File: config.mk
export PLATFORM = sky130hd
export DESIGN_NAME = vga_timing_gen
export DESIGN_NICKNAME = d
export VERILOG_FILES = /design/src/rtl/vga_timing_gen.sv
export SDC_FILE = /design/constraint.sdc
export NUM_CORES = 1
export LEC_CHECK = 0
export BUFFER_PORTS_ARGS = -buffer_cell sky130_fd_sc_hd__buf_4
export CAP_MARGIN = 20
export CORE_MARGIN = 3
export CORE_UTILIZATION = 30
export DETAILED_ROUTE_END_ITERATION = 6
export PLACE_DENSITY_LB_ADDON = 0.15
export SYNTH_ARGS = -nofsm -noshare
export SYNTH_HDL_FRONTEND = slang
export SYNTH_SLANG_ARGS = --single-unit
File: constraint.sdc
create_clock -name clk -period 6.48 [get_ports clk]
set_input_delay 0.324 -clock clk [delete_from_list [all_inputs] [get_ports clk]]
set_output_delay 0.324 -clock clk [all_outputs]
set_load 0.005 [all_outputs]
File: src/rtl/vga_timing_gen.sv
// ---------------------------------------------------------------------------
// vga_timing_gen
//
// Parametrised VGA raster timing generator driven from a single system clock.
// An internal divider produces one pixel tick every PIX_DIV clocks. On every
// tick the registered outputs load the decode of the current (hcnt, vcnt)
// position, and then the counters advance. Output latency is one pixel.
//
// Optional feature macro: VGA_TIMING_FRAMECNT_EN
//   defined   -> frame_cnt counts completed frames modulo 2^FC_W
//   undefined -> no frame counter register is built, frame_cnt is tied to 0
//
// Ports
//   clk          in   system clock
//   rst          in   synchronous active-high reset, has priority over run
//   run          in   1 = generate raster, 0 = hold idle / frame-start state
//   x, y         out  raw horizontal / vertical position of current pixel
//   de           out  display-area flag
//   hs, vs       out  sync outputs at configured polarity
//   pix_stb      out  one-clk pulse on every output update
//   line_start   out  one-clk pulse with pix_stb when x = 0
//   frame_start  out  one-clk pulse with pix_stb when x = 0 and y = 0
//   frame_cnt    out  completed frames, modulo 2^FC_W
// ---------------------------------------------------------------------------
module vga_timing_gen #(
    parameter int   H_ACTIVE = 32'd640,
    parameter int   H_FRONT  = 32'd16,
    parameter int   H_SYNC   = 32'd96,
    parameter int   H_BACK   = 32'd48,
    parameter int   V_ACTIVE = 32'd480,
    parameter int   V_FRONT  = 32'd10,
    parameter int   V_SYNC   = 32'd2,
    parameter int   V_BACK   = 32'd33,
    parameter logic HS_NEG   = 1'b1,
    parameter logic VS_NEG   = 1'b1,
    parameter int   PIX_DIV  = 32'd2,
    parameter int   CNT_W    = 32'd11,
    parameter int   FC_W     = 32'd16
) (
    input  logic             clk,
    input  logic             rst,
    input  logic             run,
    output logic [CNT_W-1:0] x,
    output logic [CNT_W-1:0] y,
    output logic             de,
    output logic             hs,
    output logic             vs,
    output logic             pix_stb,
    output logic             line_start,
    output logic             frame_start,
    output logic [FC_W-1:0]  frame_cnt
);

    localparam int H_TOTAL = H_ACTIVE + H_FRONT + H_SYNC + H_BACK;
    localparam int V_TOTAL = V_ACTIVE + V_FRONT + V_SYNC + V_BACK;
    localparam int DIV_W   = (PIX_DIV > 32'd1) ? $clog2(PIX_DIV) : 32'd1;

    localparam logic [DIV_W-1:0] DIV_LAST_C = DIV_W'(PIX_DIV - 32'd1);
    localparam logic [CNT_W-1:0] H_LAST_C   = CNT_W'(H_TOTAL - 32'd1);
    localparam logic [CNT_W-1:0] V_LAST_C   = CNT_W'(V_TOTAL - 32'd1);
    localparam logic [CNT_W-1:0] H_ACT_C    = CNT_W'(H_ACTIVE);
    localparam logic [CNT_W-1:0] V_ACT_C    = CNT_W'(V_ACTIVE);
    localparam logic [CNT_W-1:0] HS_BEG_C   = CNT_W'(H_ACTIVE + H_FRONT);
    localparam logic [CNT_W-1:0] HS_END_C   = CNT_W'(H_ACTIVE + H_FRONT + H_SYNC - 32'd1);
    localparam logic [CNT_W-1:0] VS_BEG_C   = CNT_W'(V_ACTIVE + V_FRONT);
    localparam logic [CNT_W-1:0] VS_END_C   = CNT_W'(V_ACTIVE + V_FRONT + V_SYNC - 32'd1);

    // Refuse to elaborate configurations the counters cannot represent.
    generate
        if (PIX_DIV < 32'd1) begin : g_err_pix_div
            $error("vga_timing_gen: PIX_DIV must be >= 1");
        end
        if (H_TOTAL > ((32'd1 << CNT_W) - 32'd1)) begin : g_err_h_total
            $error("vga_timing_gen: H_TOTAL does not fit in CNT_W bits");
        end
        if (V_TOTAL > ((32'd1 << CNT_W) - 32'd1)) begin : g_err_v_total
            $error("vga_timing_gen: V_TOTAL does not fit in CNT_W bits");
        end
    endgenerate

    logic [DIV_W-1:0] div_r;
    logic [CNT_W-1:0] hcnt_r;
    logic [CNT_W-1:0] vcnt_r;
    logic [CNT_W-1:0] x_r;
    logic [CNT_W-1:0] y_r;
    logic             de_r;
    logic             hs_r;
    logic             vs_r;
    logic             pix_stb_r;
    logic             line_start_r;
    logic             frame_start_r;

    logic             tick_s;
    logic             h_wrap_s;
    logic             v_wrap_s;
    logic             de_s;
    logic             hs_act_s;
    logic             vs_act_s;
    logic [DIV_W-1:0] div_nxt_s;
    logic [CNT_W-1:0] hcnt_nxt_s;
    logic [CNT_W-1:0] vcnt_nxt_s;

    // Pixel tick and position decode of the counter value held before the tick.
    always_comb begin
        tick_s   = (div_r == DIV_LAST_C);
        h_wrap_s = (hcnt_r == H_LAST_C);
        v_wrap_s = (vcnt_r == V_LAST_C);
        de_s     = (hcnt_r < H_ACT_C) && (vcnt_r < V_ACT_C);
        hs_act_s = (hcnt_r >= HS_BEG_C) && (hcnt_r <= HS_END_C);
        vs_act_s = (vcnt_r >= VS_BEG_C) && (vcnt_r <= VS_END_C);
    end

    // Next divider / raster counter values; counters only move on a tick.
    always_comb begin
        div_nxt_s  = div_r;
        hcnt_nxt_s = hcnt_r;
        vcnt_nxt_s = vcnt_r;
        if (tick_s) begin
            div_nxt_s = {DIV_W{1'b0}};
            if (h_wrap_s) begin
                hcnt_nxt_s = {CNT_W{1'b0}};
                if (v_wrap_s) begin
                    vcnt_nxt_s = {CNT_W{1'b0}};
                end else begin
                    vcnt_nxt_s = vcnt_r + 1'b1;
                end
            end else begin
                hcnt_nxt_s = hcnt_r + 1'b1;
            end
        end else begin
            div_nxt_s = div_r + 1'b1;
        end
    end

    // Counters and registered outputs; idle (run = 0) is the same state as reset.
    always_ff @(posedge clk) begin
        if (rst || !run) begin
            div_r         <= {DIV_W{1'b0}};
            hcnt_r        <= {CNT_W{1'b0}};
            vcnt_r        <= {CNT_W{1'b0}};
            x_r           <= {CNT_W{1'b0}};
            y_r           <= {CNT_W{1'b0}};
            de_r          <= 1'b0;
            hs_r          <= HS_NEG;
            vs_r          <= VS_NEG;
            pix_stb_r     <= 1'b0;
            line_start_r  <= 1'b0;
            frame_start_r <= 1'b0;
        end else begin
            div_r         <= div_nxt_s;
            hcnt_r        <= hcnt_nxt_s;
            vcnt_r        <= vcnt_nxt_s;
            pix_stb_r     <= tick_s;
            line_start_r  <= tick_s && (hcnt_r == {CNT_W{1'b0}});
            frame_start_r <= tick_s && (hcnt_r == {CNT_W{1'b0}}) && (vcnt_r == {CNT_W{1'b0}});
            if (tick_s) begin
                x_r  <= hcnt_r;
                y_r  <= vcnt_r;
                de_r <= de_s;
                hs_r <= hs_act_s ^ HS_NEG;
                vs_r <= vs_act_s ^ VS_NEG;
            end else begin
                x_r  <= x_r;
                y_r  <= y_r;
                de_r <= de_r;
                hs_r <= hs_r;
                vs_r <= vs_r;
            end
        end
    end

`ifdef VGA_TIMING_FRAMECNT_EN
    logic [FC_W-1:0] frame_cnt_r;

    // Completed-frame counter: bumps on the tick that shows the last pixel of a
    // frame, holds while idle, clears only on reset.
    always_ff @(posedge clk) begin
        if (rst) begin
            frame_cnt_r <= {FC_W{1'b0}};
        end else if (run && tick_s && h_wrap_s && v_wrap_s) begin
            frame_cnt_r <= frame_cnt_r + 1'b1;
        end else begin
            frame_cnt_r <= frame_cnt_r;
        end
    end

    assign frame_cnt = frame_cnt_r;
`else
    assign frame_cnt = {FC_W{1'b0}};
`endif

    assign x           = x_r;
    assign y           = y_r;
    assign de          = de_r;
    assign hs          = hs_r;
    assign vs          = vs_r;
    assign pix_stb     = pix_stb_r;
    assign line_start  = line_start_r;
    assign frame_start = frame_start_r;

endmodule

Yosys cells after proc, flatten, opt, wreduce, memory -nomap -nowiden:

Cells that the tools add are included.

* register bits after elaboration: 51
* bits of input ports: 3
* output and inout bits: 44
* word-level logic and storage cells: 37

* add/sub/neg operators: 3
* magnitude comparators: 6
* equality and inequality tests: 2
* mux-type cells: 2
* bitwise gates (word level): 2
* reductions and logical operators: 11

Operator list (count)
* 11-bit by 1-bit adder with 11-bit output (second input constant): 2
* 11-bit by 10-bit equality test with 1-bit output (second input constant): 2
* 11-bit zero test: 2
* 11-bit two-way mux: 2
* 11-bit by 10-bit >= comparator with 1-bit output (second input constant): 1
* 11-bit by 9-bit >= comparator with 1-bit output (second input constant): 1
* 11-bit by 10-bit <= comparator with 1-bit output (second input constant): 1
* 11-bit by 9-bit <= comparator with 1-bit output (second input constant): 1
* 11-bit by 10-bit less-than comparator with 1-bit output (second input constant): 1
* 11-bit by 9-bit less-than comparator with 1-bit output (second input constant): 1
* 1-bit logical AND: 5
* 1-bit inverter: 2
* 2-bit AND reduction: 1
* 2-bit OR reduction: 1
* 1-bit adder (second input constant): 1
* 1-bit zero test: 1
* 1-bit logical OR: 1

Longest topological paths before layout:

Gate-level depths: netlist of the first run.

* depth in word-level cells: 3
* gate-level depth with buffers: 7
* mapped depth without buffers: 6

Worst setup path after synthesis of the first run:

No wires, ideal clock.

* path kind: register to register
* from: register hcnt_r[5]
* to: register vcnt_r[10]
* arrival time: 2.087 ns
* path slack: 4.323 ns
* cell stages (with the launch flop): 7
* path buffers: 2
* clock period less this slack: 2.157 ns
* path through: dfxtp_1 -> buf_6 -> or4_4 -> or4_4 -> buf_6 -> or4_1 -> a21oi_1

* longest elaborated chain between the ends: 2

Ends and longest elaborated chain
* from (decl): line 82 `logic [CNT_W-1:0] hcnt_r;`
* from (signal assigned): line 139 `hcnt_r <= {CNT_W{1'b0}};`
* from (signal assigned): line 151 `hcnt_r <= hcnt_nxt_s;`
* 11-bit by 10-bit equality test with 1-bit output: line 106 `h_wrap_s = (hcnt_r == H_LAST_C);`
* 2-bit AND reduction (no source line)
* to (signal assigned): line 140 `vcnt_r <= {CNT_W{1'b0}};`
* to (signal assigned): line 152 `vcnt_r <= vcnt_nxt_s;`
* to (decl): line 83 `logic [CNT_W-1:0] vcnt_r;`

Every way passes these cells.
A chain may end at the register's enable or synchronous reset.

Worst setup path in the final report of the first run:

* from: register hcnt_r[0]
* to: register vcnt_r[10]

The elaborated chain is that of the path after synthesis.

==> run metrics, run 1 <==
Compound-Gate Fraction of Synth Area=7.56%; slowest CP cell=or4_4; CP bufs+invs=0; Power, Total=approximately 0.52 mW; Min-Delay Path Class=primary input to flop; dpl ws=4.18 ns; max-slew violation count=0; Setup crit start kind=flop; Ys Warns=0; H-Tree Depth=2; Hold Path End=vs$_SDFFE_PP1P_; commonest cells in the netlist=dfxtp_1, nor2_1, mux2i_1; most common cell in the netlist=dfxtp_1; Yosys reg bits=51; Routed Wire Length=4950 um; Post-CTS Setup Inserts=0; delay-heaviest family, CP=simple AND/OR/NAND/NOR gates; Mean Syn Cell Area=8.88 um^2; Seq. cell area=0.00102 mm^2; Chip Width=93.2 um; cts bufs inserted=5; gr ovfl total=0; Worst EP arrival=2.56 ns; DRT iter0 DRCs=65; clock tree buffer depth=2; largest net degree at the start of global routing=33; hold_sp=rst; largest family of logic cells by synthesized area=simple AND/OR/NAND/NOR gates; 1st-pass router iterations=4; die area=0.00869 mm^2; R2R Setup Slk=4.14 ns; IO buf count=30; Root Driver=clkbuf_8; vias per inst=approximately 4.7; cell taking the most area after synthesis=dfxtp_1; initial antenna violation count=0; Final WS setup=4.14 ns; CTS tree=done; Cell Chain, Critical Path=ha_1 -> nand3_1 -> or4_4 -> or4_1 -> a21oi_1; Core Region=0.00733 mm^2; post-synthesis cell area=0.00228 mm^2; total number of vias=1780; Core Util, Final=35.6%; Crit Path Class=flop to flop; synth-to-layout area growth=14.4%; Worst-Skew Late Latency=0.30 ns; mux share of post-synthesis cell area=9.21%; top cells by area, synth=dfxtp_1, mux2i_1, nor2_1; Netlist cell types=35; register area share after synthesis=44.7%; Synth Area in Adders=~2.2%; critical path depth in cells=5; post-CTS sizing=0; MaxCap Viol Count=0; area fraction of the dominant cell type after synthesis=between 40 and 50%; final setup fails=0; Pleak=0.919 nW; Sum Neg Setup Slack=0 ns; number of routed nets with antenna violations=0; Setup crit end kind=flop; Crit path required time=approximately 6.7 ns; Post-DP HPWL=around 3500 um; Finished Layout Cells=382; FF-to-FF End=vcnt_r[10]$_SDFFE_PP0P_; DP Area=0.00252 mm^2; area occupied by multi-input gates=~0.0011 mm^2; predominant post-synthesis flop cell=dfxtp_1; PD cells=199 mW/mm^2; unrepaired setup endpoints after global routing=false; fill count=780; routed len/inst=~13 um; path depth of the worst reg2reg path=5; Initial Util=31.1%; critical path's largest stage delay=0.69 ns; number of hold violations in the final report=0; CTS Sinks=just over 50; reg2reg start=hcnt_r[0]$_SDFFE_PP0P_; Synth Area in XOR/XNOR=3.84%; vias in the first global route=1669; final worst-path cycle share=between 30 and 40%; Synth async-reset ratio=0%; layout net count=290; global-route wire length before repair=8290 um; Diodes inserted=0; fin area=0.00261 mm^2; gpl congestion=between 0.7 and 0.8; min cycle time layout=2.34 ns; critical path fanouts, max=19; Placed Cells=375; Post-CTS Hold Buffers=0; Clock transition at path regs=0.08 ns; DR DRC count=0; VDD IR-drop max=between 0.00009 and 0.0001 V; IO Pins=47; die height=93.2 um; Site Rows=31; Synth Area in Simple Gates=22.8%; Max Clk Rate=0.428 GHz; Worst Hold Depth=3; Final Skew=0.00923 ns; EDFF count, synth=0; layout cells sized above 1=15.5%; Post-Synthesis Cells=257; outcome=complete, no violations; GRT Total Usage=a little under an eighth; hold_ws=slightly above 0.3 ns
## area by class of cell
class	count	share of cell area, %
sequential	51	39.1
clock buffer	6	3.16
inverter	10	1.44
clock inverter	1	0.192
timing repair buffer	32	9.20
multi-input combinational	183	42.2
tap	99	4.74
## how the worst max path moves through the flow
stage,startpoint,end
after floorplan,hcnt_r[5]$_SDFFE_PP0P_,vcnt_r[10]$_SDFFE_PP0P_
after global placement,hcnt_r[0]$_SDFFE_PP0P_,vcnt_r[10]$_SDFFE_PP0P_
after detailed placement,hcnt_r[0]$_SDFFE_PP0P_,vcnt_r[10]$_SDFFE_PP0P_
after CTS,hcnt_r[0]$_SDFFE_PP0P_,vcnt_r[10]$_SDFFE_PP0P_
after global routing,hcnt_r[0]$_SDFFE_PP0P_,vcnt_r[7]$_SDFFE_PP0P_
final,hcnt_r[0]$_SDFFE_PP0P_,vcnt_r[10]$_SDFFE_PP0P_
## state kept, by name (all words and copies together) (netlist names)
name	count
de	1
vcnt_r	11
x	11
vs	1
y	11
frame_start	1
div_r	1
hcnt_r	11
hs	1
line_start	1
pix_stb	1
## per-layer routing
layer	global-route usage, %	part of all wire (%)	vias up
met2	19.5	47	35
li1	-	-	908
met4	3.79	1.3	0
met3	2.98	4.2	6
met1	15.5	47	831
met5	0	0	-
## tightest hold or removal path, cell delays in order
cell	delay [ns]
buf_4	0.08
nor2b_1	0.07
o21ai_0	0.08
## cells by family (layout without fill, tap and decap cells)
family | Yosys count | in the layout
flops | 51 | 51
fa+ha+maj | 4 | 4
mux | 21 | 21
compound gates | 29 | 29
simple gates | 103 | 103
buf+inv | 38 | 49
xor+xnor | 10 | 10
other cells | 1 | 16
## power by group
group	switching (mW)	internal [mW]	total [mW]
Clock	0.0998	0.0840	0.184
Sequential	0.000844	0.314	0.315
Combinational	0.0147	0.00676	0.0214
## cells in the final DEF, fill, tap and decap left out, drive strengths merged
cell type	n
nand2	15
or2	2
nor4	6
nand3b	1
nand4	4
nand2b	2
clkinv	1
and3	1
or4	9
and4	2
o21bai	1
a21oi	12
or3	4
ha	4
a2111oi	1
nor2	38
nand3	9
nor2b	2
xor2	2
o31ai	5
nor3	7
inv	10
xnor2	8
and4b	1
conb	16
clkbuf	6
a31oi	1
buf	32
a32oi	1
mux2i	21
dfxtp	51
o21ai	8
Note: power is estimated with default switching activity, not from simulation.
==> run 2: changes to the inputs <==
ABC_AREA = 1   (was unset)
clock period = 2.45 ns   (was 6.48 ns; I/O delays follow)
==> run metrics, run 2 <==
Final Skew=0.00987 ns (+0.000646 ns); DRT iter0 DRCs=137 (+110%); Chip Width=95.8 um (+2.8%); total number of vias=2122 (+19%); Crit Path Class=flop to flop; fill count=842 (+7.9%); Max Clk Rate=0.630 GHz (+47%); most frequent cells in the layout=nand2_1, dfxtp_1, nor2_1, inv_1, buf_4; Setup crit end kind=flop; FF-to-FF End=hs$_SDFFE_PP1P_; number of hold violations in the final report=0 (unchanged); final worst-path cycle share=64.8% (+29 points); Min-Delay Path Class=primary input to flop; number of routed nets with antenna violations=0 (unchanged); vias in the first global route=1971 (+18%); CTS Sinks=51 (unchanged); max-slew violation count=0 (unchanged); top cells by area, synth=dfxtp_1, nand2_1, o21ai_0; clock tree buffer depth=2 (unchanged); CTS tree=done; DR DRC count=0 (unchanged); cts bufs inserted=5 (unchanged); final setup fails=0 (unchanged); most common cell in the netlist=nand2_1; synth-to-layout area growth=14.6%; Core Util, Final=35.7% (+0.092 points); Mean Syn Cell Area=7.20 um^2 (-19%); largest net degree at the start of global routing=24 (-27%); IO buf count=30 (unchanged); Crit path required time=2.64 ns (-4.06 ns); commonest cells in the netlist=nand2_1, dfxtp_1, nor2_1; PD cells=490 mW/mm^2 (+150%); gpl congestion=0.851 (+7.2%); slowest CP cell=dfxtp_1; critical path's largest stage delay=0.51 ns (-0.18 ns); area fraction of the dominant cell type after synthesis=42.2% (-2.5 points); Post-DP HPWL=4480 um (+28%); unrepaired setup endpoints after global routing=false; outcome=complete, no violations; R2R Setup Slk=0.86 ns (-3.28 ns); Root Driver=clkbuf_8; die area=0.00918 mm^2 (+5.6%); fin area=0.00277 mm^2 (+6.2%); Finished Layout Cells=470 (+23%); EDFF count, synth=0 (unchanged); Cell Chain, Critical Path=nand2_1 -> inv_1 -> nand2_1 -> a21oi_1 -> a21oi_1; Post-CTS Setup Inserts=0 (unchanged); cell taking the most area after synthesis=dfxtp_1; DP Area=0.00269 mm^2 (+6.5%); post-synthesis cell area=0.00242 mm^2 (+6.0%); layout net count=374 (+29%); VDD IR-drop max=0.000190 V (+110%); Worst-Skew Late Latency=0.31 ns (about the same); path depth of the worst reg2reg path=5 (unchanged); 1st-pass router iterations=4 (unchanged); layout cells sized above 1=15.2% (-0.33 points); Placed Cells=462 (+23%); MaxCap Viol Count=0 (unchanged); Worst EP arrival=1.78 ns (-0.78 ns); commonest non-fill, non-tap cell in the layout=nand2_1; vias per inst=4.51 (-3.1%); Yosys reg bits=51 (unchanged); H-Tree Depth=2 (unchanged); Ys Warns=0 (unchanged); register area share after synthesis=42.2% (-2.5 points); hold_sp=rst; Hold Path End=vcnt_r[7]$_SDFFE_PP0P_; Diodes inserted=0 (unchanged); initial antenna violation count=0 (unchanged); Initial Util=31.2% (about the same); Clock transition at path regs=0.09 ns (about the same); Post-Synthesis Cells=336 (+31%); Synth async-reset ratio=0% (unchanged); Routed Wire Length=5910 um (+19%); Worst Hold Depth=4 (+1); Site Rows=32 (+3.2%); Netlist cell types=32 (-8.6%); IO Pins=47 (unchanged); Core Region=0.00777 mm^2 (+6.0%); critical path fanouts, max=13 (-6); Sum Neg Setup Slack=0 ns (unchanged); routed len/inst=12.6 um (-3.0%); min cycle time layout=1.59 ns (-0.752 ns); predominant post-synthesis flop cell=dfxtp_1; die height=95.8 um (+2.8%); post-CTS sizing=0 (unchanged); gr ovfl total=0 (unchanged); CP bufs+invs=1 (+1); GRT Total Usage=13.3% (+1.3 points); Pleak=1.14 nW (+24%); Post-CTS Hold Buffers=0 (unchanged); reg2reg start=div_r$_SDFF_PP0_; delay-heaviest family, CP=flip-flops; Setup crit start kind=flop; global-route wire length before repair=9680 um (+17%)
-- run 2: metrics by stage --
stage                     hold WS [ns]  setup WS (ns)  total power [mW]
final                           0.0949          0.863              1.36
after detailed placement         0.421          0.880             0.898
after global placement           0.417          0.818             0.898
after CTS                       0.0931          0.856              1.38
after global routing             0.112          0.743              1.42
after floorplan                  0.291           1.14             0.902
-- run 2: worst max path at each step --
stage	startpoint	to	cells past startpoint
global route	div_r$_SDFF_PP0_	hs$_SDFFE_PP1P_	5
CTS	div_r$_SDFF_PP0_	hs$_SDFFE_PP1P_	5
finish	div_r$_SDFF_PP0_	hs$_SDFFE_PP1P_	5
global placement	div_r$_SDFF_PP0_	hs$_SDFFE_PP1P_	5
floorplan	hcnt_r[1]$_SDFFE_PP0P_	vcnt_r[4]$_SDFFE_PP0P_	8
detailed placement	rst	hs$_SDFFE_PP1P_	7
-- run 2: layer usage --
metal	vias to the layer above	routed length, um	global-route usage (%)	share of wire, %
met4	0	75	3.55	1.3
met3	5	316	1.88	5.3
met5	-	0	0	0
li1	1099	-	-	-
met1	959	2920	18.7	49
met2	59	2600	21.1	44
-- run 2: layout make-up --
type	count	area [um^2]	share of cell area, %
multi-input cells	240	1160	41.9
clock buffers	6	72.6	2.62
flip-flops and latches	51	1020	36.8
inverters	38	144	5.19
clock inverters	2	12.5	0.451
repair buffers	31	233	8.39
well taps	102	128	4.60
-- run 2: cells by family (layout without fill, tap and decap cells) --
logic type	count (synthesis)	count (layout)	share of synthesized area, %
AO/OA/AOI/OAI	42	42	8.89
buffers and inverters	60	77	12.0
adder cells (fa/ha/maj)	4	4	2.07
other	1	16	0.155
AND/OR/NAND/NOR	173	173	32.8
flip-flops	51	51	42.2
XOR/XNOR	5	5	1.81
-- run 2: worst register-to-register path, stage by stage, from the launching register on --
cell and delay (ns):
dfxtp_1 0.51, nand2_1 0.37, inv_1 0.27, nand2_1 0.08, a21oi_1 0.15, a21oi_1 0.08
-- run 2: power by group --
group	total (mW)	switching [mW]	internal [mW]
Combinational	0.0424	0.0321	0.0103
Clock	0.481	0.281	0.200
Sequential	0.835	0.00344	0.832
